`src/rtl/seq_pkg.sv`:
```
// Shared types and constants for the execution sequencer.
package seq_pkg;

   typedef enum logic [1:0] {
      SEQ_IDLE   = 2'b00,
      SEQ_RUN    = 2'b01,
      SEQ_HALTED = 2'b10
   } seq_state_e;

   localparam int PC_STEP = 4;

endpackage

```
`src/rtl/btn_sync_edge.sv`:
```
// Push-button synchroniser with rising-edge pulse output.
// Define SEQ_DEBOUNCE_EN to insert a stable-time debounce filter before edge detection.
module btn_sync_edge #(
   parameter int DEBOUNCE_CYCLES = 1_000_000
) (
   input  logic clk,
   input  logic rst,
   input  logic btn_i,
   output logic edge_o
);

   logic s1_q, s2_q;
   logic level;
   logic levelDly_q;

   always_ff @(posedge clk) begin
      if (rst) begin
         s1_q <= 1'b0;
         s2_q <= 1'b0;
      end else begin
         s1_q <= btn_i;
         s2_q <= s1_q;
      end
   end

`ifdef SEQ_DEBOUNCE_EN
   localparam int DEB_W = (DEBOUNCE_CYCLES > 1) ? $clog2(DEBOUNCE_CYCLES) : 1;

   logic             deb_q, deb_d;
   logic [DEB_W-1:0] debCnt_q, debCnt_d;

   // The filtered level only follows s2 after it has disagreed for a full stable window.
   always_comb begin
      deb_d    = deb_q;
      debCnt_d = '0;
      if (s2_q != deb_q) begin
         if (debCnt_q == DEB_W'(DEBOUNCE_CYCLES - 1)) begin
            deb_d = s2_q;
         end else begin
            debCnt_d = debCnt_q + 1'b1;
         end
      end
   end

   always_ff @(posedge clk) begin
      if (rst) begin
         deb_q    <= 1'b0;
         debCnt_q <= '0;
      end else begin
         deb_q    <= deb_d;
         debCnt_q <= debCnt_d;
      end
   end

   assign level = deb_q;
`else
   assign level = s2_q;
`endif

   always_ff @(posedge clk) begin
      if (rst) begin
         levelDly_q <= 1'b0;
      end else begin
         levelDly_q <= level;
      end
   end

   assign edge_o = level & ~levelDly_q;

endmodule

```
`src/rtl/exec_sequencer.sv`:
```
// PC sequencer: free-run at a divided rate, single-step from a button, or halt on request.
// Optional step-button debounce is enabled by defining SEQ_DEBOUNCE_EN.
module exec_sequencer
   import seq_pkg::*;
#(
   parameter int                  PC_WIDTH        = 32,
   parameter logic [PC_WIDTH-1:0] PC_RESET        = '0,
   parameter int                  TICK_DIV        = 50_000_000,
   parameter int                  DEBOUNCE_CYCLES = 1_000_000
) (
   input  logic                clk,
   input  logic                rst,
   input  logic                run_sw,
   input  logic                step_btn,
   input  logic                halt_req,
   input  logic                branch_taken,
   input  logic [PC_WIDTH-1:0] branch_target,
   output logic [PC_WIDTH-1:0] pc,
   output logic [PC_WIDTH-1:0] pc_next,
   output logic                commit,
   output logic [1:0]          state
);

   localparam int TICK_W = $clog2(TICK_DIV);

   seq_state_e          state_q, state_d;
   logic [TICK_W-1:0]   tickCnt_q, tickCnt_d;
   logic [PC_WIDTH-1:0] pc_q;
   logic                commit_q;
   logic                doCommit;
   logic                stepEdge;
   logic                tick;

   btn_sync_edge #(
      .DEBOUNCE_CYCLES(DEBOUNCE_CYCLES)
   ) u_step (
      .clk   (clk),
      .rst   (rst),
      .btn_i (step_btn),
      .edge_o(stepEdge)
   );

   assign pc_next = branch_taken ? {branch_target[PC_WIDTH-1:2], 2'b00}
                                 : pc_q + PC_WIDTH'(PC_STEP);

   assign tick = (tickCnt_q == TICK_W'(TICK_DIV - 1));

   // A halt request only has effect in a cycle that would otherwise commit.
   always_comb begin
      state_d   = state_q;
      tickCnt_d = tickCnt_q;
      doCommit  = 1'b0;
      unique case (state_q)
         SEQ_IDLE: begin
            tickCnt_d = '0;
            if (run_sw) begin
               state_d = SEQ_RUN;
            end else if (stepEdge) begin
               if (halt_req) state_d  = SEQ_HALTED;
               else          doCommit = 1'b1;
            end
         end
         SEQ_RUN: begin
            if (!run_sw) begin
               state_d   = SEQ_IDLE;
               tickCnt_d = '0;
            end else if (tick) begin
               tickCnt_d = '0;
               if (halt_req) state_d  = SEQ_HALTED;
               else          doCommit = 1'b1;
            end else begin
               tickCnt_d = tickCnt_q + 1'b1;
            end
         end
         SEQ_HALTED: begin
            tickCnt_d = '0;
            if (!run_sw && stepEdge) state_d = SEQ_IDLE;
         end
         default: begin
            state_d   = SEQ_IDLE;
            tickCnt_d = '0;
         end
      endcase
   end

   always_ff @(posedge clk) begin
      if (rst) begin
         state_q   <= SEQ_IDLE;
         tickCnt_q <= '0;
         pc_q      <= PC_RESET;
         commit_q  <= 1'b0;
      end else begin
         state_q   <= state_d;
         tickCnt_q <= tickCnt_d;
         commit_q  <= doCommit;
         if (doCommit) pc_q <= pc_next;
      end
   end

   assign pc     = pc_q;
   assign commit = commit_q;
   assign state  = state_q;

endmodule

```
`config.mk`:
```
export PLATFORM = sky130hd
export DESIGN_NAME = exec_sequencer
export DESIGN_NICKNAME = d
export VERILOG_FILES = /design/src/rtl/seq_pkg.sv /design/src/rtl/btn_sync_edge.sv /design/src/rtl/exec_sequencer.sv
export SDC_FILE = /design/constraint.sdc
export NUM_CORES = 1
export LEC_CHECK = 0
export ABC_AREA = 1
export CAP_MARGIN = 20
export CORE_UTILIZATION = 26
export CTS_CLUSTER_SIZE = 24
export DETAILED_ROUTE_END_ITERATION = 10
export PLACE_DENSITY = 0.59
export SYNTH_ARGS = -nofsm -noshare
export SYNTH_HDL_FRONTEND = slang
export SYNTH_SLANG_ARGS = --single-unit
```
`constraint.sdc`:
```
create_clock -name clk -period 1.93 [get_ports clk]
set_input_delay 0.386 -clock clk [delete_from_list [all_inputs] [get_ports clk]]
set_output_delay 0.386 -clock clk [all_outputs]
set_load 0.05 [all_outputs]
```
; ---- Yosys cells after proc, flatten, opt, wreduce, memory -nomap -nowiden
; Index checks and enable logic that the tools add are counted.
[classes]
div = 0
add_sub_neg = 2
bitwise_logic = 4
n_mux = 14
mul = 0
reduce_logical = 5
eq_ne = 6
shifts = 0
n_lt_le_gt_ge = 0
[ops]
columns = cell, n
row1 = $add 32x3->32 const B, 1
row2 = $mux 32, 1
row3 = $add 26x1->26 const B, 1
row4 = $eq 26x26->1 const B, 1
row5 = $mux 2, 6
row6 = $ne 3x3->1 const B, 2
row7 = $pmux 2 s3, 1
row8 = $mux 1, 5
row9 = $reduce_or 4->1, 1
row10 = $not 1->1, 3
row11 = $reduce_and 3->1, 1
row12 = $eq 2x1->1 const B, 1
row13 = $eq 2x2->1 const B, 1
row14 = $logic_not 2->1, 1
row15 = $ne 2x2->1 const B, 1
row16 = $pmux 1 s2, 1
row17 = $and 1x1->1, 1
row18 = $logic_and 1x1->1, 1
row19 = $logic_not 1->1, 1
[totals]
latchBits = 0
word_cells = 38
ramBits = 0
regBits = 64
rom_bits = 0
memories = 0

; ---- Depth between registers and ports, before layout
[logic_depth]
word_depth = 5
ltp_mapped = 11
depth_no_buf = 11

; ---- Modules after synthesis
; A second synthesis with hierarchy kept.
[hier_totals]
hier_cells = 713
area_unflattened_um2 = 4152.7
[by_module_without_submodules]
columns = mod, cells_each, n_inst, area_per_inst_um2, seq_area_each_um2
row1 = exec_sequencer, 703, 1, 4066.4, 1221.2
row2 = btn_sync_edge, 10, 1, 86.3, 60.1

; ---- Worst setup path after synthesis
; No wires, ideal clock.
[synth_timing]
path_kind = register to output
from = reg pc_q[2] (netlist: pc[2])
to = out pc_next[10]
n_path_buf = 0
t_required_ps = 1544
setup_slack_ps = -1070
path_stages_with_launch = 7
arrival_time_ps = 2614
cell_sequence = dfxtp_1 > ha_1 > nand2_1 > nor2_1 > nand2_1 > xor2_1 > o21ai_0
[synth_via]
elab_chain_cells = 2
[synth_rtl]
columns = item, line
row1 = "start, declared", exec_sequencer.sv:28  ; logic [PC_WIDTH-1:0] pc_q;
row2 = "start signal, assigned", exec_sequencer.sv:96  ; if (doCommit) pc_q <= pc_next;
row3 = $add 32x3->32, exec_sequencer.sv:44  ; : pc_q + PC_WIDTH'(PC_STEP);
row4 = $mux 32, exec_sequencer.sv:43  ; assign pc_next = branch_taken ? {branch_target[PC_WIDTH-1:2], 2'b00}
row5 = "end, declared", exec_sequencer.sv:19  ; output logic [PC_WIDTH-1:0] pc_next,
; Every way passes these cells.

; ---- Final worst setup path
[layout_timing]
from = reg pc_q[3] (netlist: pc[3])
to = out pc_next[20]
; The elaborated chain is that of the path after synthesis.

==> results <==
- The worst setup path is of the reg -> out kind.
- The adder and majority cell fraction of the synthesized area is 0.00599.
- The net count after synthesis is 757.
- The average cell area after synthesis is 5.83 sq um.
- The number of synthesized register bits is 64.
- The path class of the lowest-slack min-delay path is reg -> reg.
- The share of the core filled with cells in the final layout is 0.482.
- The total standard cell area after synthesis is 4180 sq um.
- The maximum level of the CTS H-tree is 3.
- In the finished design, the share of the clock period the worst path needs comes to 1.18.
- The checks that failed: negative setup slack.
- The family of cells with the greatest summed delay on the critical path is simple AND/OR/NAND/NOR gates.
- The number of placed instances, taps included, is 1,098.
- The TritonCTS clock tree is done.
- The number of distinct library cell variants in the gate-level netlist after synthesis is 32.
- The worst-case headroom to the max-slew limit is 0.653.
- The max-cap violation count is 0.
- The height of the die is 129 microns.
- The total power of the final layout is 3.91 mW.
- After routing the design area is 7440 sq um.
- The global-route wire length before repair is 23.5 mm.
- The cell sitting at the root of the clock tree is a clkbuf_16.
- For this run, the slowest stage of the critical path takes 360 ps.
- Yosys attributes the largest share of cell area to dfxtp_1, nand2_1, nor2_1.
- Hold is met by 403 ps.
- Summing all placed instances gives a cell area of 6330 sq um.
- The routed layout has 5,143 vias.
- By instance count, the leading cell after synthesis is nand2_1.
- Setup repair after global routing could not meet its margin everywhere.
- The share of cells above drive strength 1 is 0.390.
- In this run the static leakage power is 3.19 nW.
- The share of the Yosys chip area taken by registers is 0.307.
- Of the total synthesized cell area, the portion taken by AND, OR, NAND and NOR gates is 0.472.
- The critical path arrival is 1900 ps.
- The detailed-route DRC error count is 0.
- In this run the worst path has a maximum fanout of 5.
- The total half-perimeter wirelength after legalization and detailed placement is 10.7 mm.
- The number of buffers between clock root and the deepest sink is 2.
- The count of buffers added on input and output ports is 102.
- The biggest area consumer among synthesized cells is dfxtp_1.
- The width of the die is 129 microns.
- The Yosys step of the flow raised 0 warnings.
- In the post-route analysis, the smallest setup slack over all paths is -355 ps.
- The portion of netlist area occupied by mux cells is 0.
- Of the total synthesized cell area, the portion taken by XOR and XNOR cells is 0.0189.
- The boundary pin count is 105.
- The full die area is 16,600 sq um.
- The count of standard-cell rows is 45.
- In the synthesized netlist the dominant register cell turns out to be dfxtp_1.
- The shortest period the worst path allows is 2280 ps.
- The critical path contains buffers and inverters numbering 2 combined.
- After the last flow step, the layout net total stands at 974.
- The post-detailed-routing wire length is 14.9 mm.
- The total power divided by cell area is 525 nW/um^2.
- The core outline area is 15,400 sq um.
- The highest achievable clock rate is 0.438 GHz.
- The maximum number of pins on one net before global-route repair is 31.
- The number of synthesized flops with an enable pin is 0.
- The number of global-route vias before repair is 4,725.
- The compound-cell area share of the yosys netlist was 0.0811.
- For this run, the total global-route usage over all layers was measured as 0.185.
- For the pin with the worst max-slew slack, the measured transition is 519 ps.
- STA classifies the critical path endpoint as an output pin.
- The final estimated routing congestion in global placement is 0.878.
- After clock tree synthesis, the flow added hold-fix buffers numbering 0.
- The number of antenna diodes in the final layout is 0.
- The count of fill cells added during filler insertion is 1,541.
- The fraction of registers with async set/reset is 0.
- The routed wirelength normalized by instance count is 12.9 microns.
- The number of buffers created by CTS is 9.
- The total count of max-transition violations in the final report is 0.
- The TritonCTS sink count is 64.
- By count the netlist is led by nand2_1, nor2_1, inv_1.
- The final hold violation count is 0.
- The growth of design area from synthesis to finish is 78.0%.
- The count of non-filler cells in the finished layout is 1,150.
- For this run, the detailed router's first-pass iteration total came to 5.
- The starting utilization of the core area is 0.271.
- The initial antenna violation count was 0.
- After synthesis, the largest family of logic cells by area is simple AND/OR/NAND/NOR gates.
- The clock-pin slew on the worst setup and hold paths is 60 ps.
- The number of standard cells after synthesis is 717.
- The required time at the worst-slack endpoint is 1540 ps.
- The sort of element at the start of the critical path is a register.
- The maximum vdd drop is 0.000393 V.
- The residual antenna-violating net count after detailed routing is 0.
- The flow ran to the end, but the final reports show violations.
- The clock skew is 9.28 ps.
- The setup-violating endpoint count in the final report is 29.
- The slowest stage of the critical path is the dfxtp_4 cell.
- The share of synthesized area in the top cell type comes to 0.307.
- Global routing finished with a remaining overflow of 0.
- The detailed-route vias per instance is 4.47.
- The worst-skew pair later-pin latency is 340 ps.
- Traced cell by cell, the critical path runs through ha_4 > nand2_4 > nor2_4 > nand2_4 > nor2_4 > nand2_1 > nand2_1 > nand3_2 > nand2_2 > clkinvlp_4 > buf_8.
- The number of design-rule violations left by the first detailed-router iteration is 339.
cells in the final DEF (no fill, tap or decap), drive strengths merged, types with 2 or more instances in the layout:
cell	instances
buf	181
o21ai	30
nor3	17
inv	95
nand4	4
nand3	67
clkbuf	10
nand2	227
a21oi	35
dfxtp	64
nor3b	3
nor2	116
clkinv	3
dlygate4sd2	2
xor2	6
nand3b	3
xnor2	3
clkdlybuf4s50	35
bufbuf	2
dlymetal6s2s	5
or2	18
ha	2
clkinvlp	8
cell families after synthesis:
logic type	after synthesis
xor gates and xnor gates	9
buffers and inverters	120
AOI/OAI and AO/OA	67
DFF	64
and+or+nand+nor	455
adders and majority gates	2
repair_timing:
item                                    CTS  global route
endpoints found under the hold margin     0             0
pin swaps                                25            22
endpoints found under the setup margin   31            38
buffers inserted                         30             8
gates cloned                              2             0
gates resized for setup                  98            43
flip-flops by register name, summed over array words and instances (netlist names):
name               flops
u_step.level           1
tickCnt_q             26
u_step.s1_q            1
commit                 1
u_step.levelDly_q      1
pc                    32
state                  2
final cells by class:
cell class                      count  area [sq um]  area share
Multi-Input combinational cell    533          2860       0.384
Clock inverter                      6          65.1     0.00875
Inverter                          101           410      0.0552
Sequential cell                    64          1350       0.182
Tap cell                          211           264      0.0355
Timing Repair Buffer              225          2240       0.301
Clock buffer                       10           250      0.0336
metrics by stage:
step,setup TNS [ps],setup WS [ps]
CTS,-7250,-382
finish,-6920,-355
detailed placement,-3930,-258
global placement,-3990,-260
global route,-9930,-452
floorplan,-35.2,-18.7
routing by layer:
| metal | part of all wire | wire, microns | track usage | vias to the layer above |
|---|---|---|---|---|
| met5 | 0 | 0 | 0 | - |
| met4 | 0.021 | 319 | 0.0775 | 0 |
| met3 | 0.067 | 991 | 0.0474 | 15 |
| met2 | 0.47 | 6930 | 0.300 | 128 |
| met1 | 0.45 | 6640 | 0.232 | 2338 |
| li1 | - | - | - | 2662 |
path summary, 6_finish.rpt:
path | start | end | slack [ps] | cells past startpoint
max | pc[3]$_SDFFE_PP0P_ | pc_next[20] | -350 | 11
min | u_step.s1_q$_SDFF_PP0_ | u_step.level$_SDFF_PP0_ | 400 | 2
max reg2reg | pc[3]$_SDFFE_PP0P_ | pc[25]$_SDFFE_PP0P_ | -130 | 16
min reg2reg | u_step.s1_q$_SDFF_PP0_ | u_step.level$_SDFF_PP0_ | 400 | 2
power breakdown:
part / internal (mW) / leakage (nW) / switching [mW]
Sequential: 1.32 / 0.535 / 0.0174
Combinational: 0.406 / 2.50 / 0.431
Clock: 1.08 / 0.154 / 0.650
worst min-delay path, stage by stage, from the launching register on:
cell	delay, ps
dfxtp_1	290
inv_1	40
nor2_1	30
(Power assumes the default switching activity.)
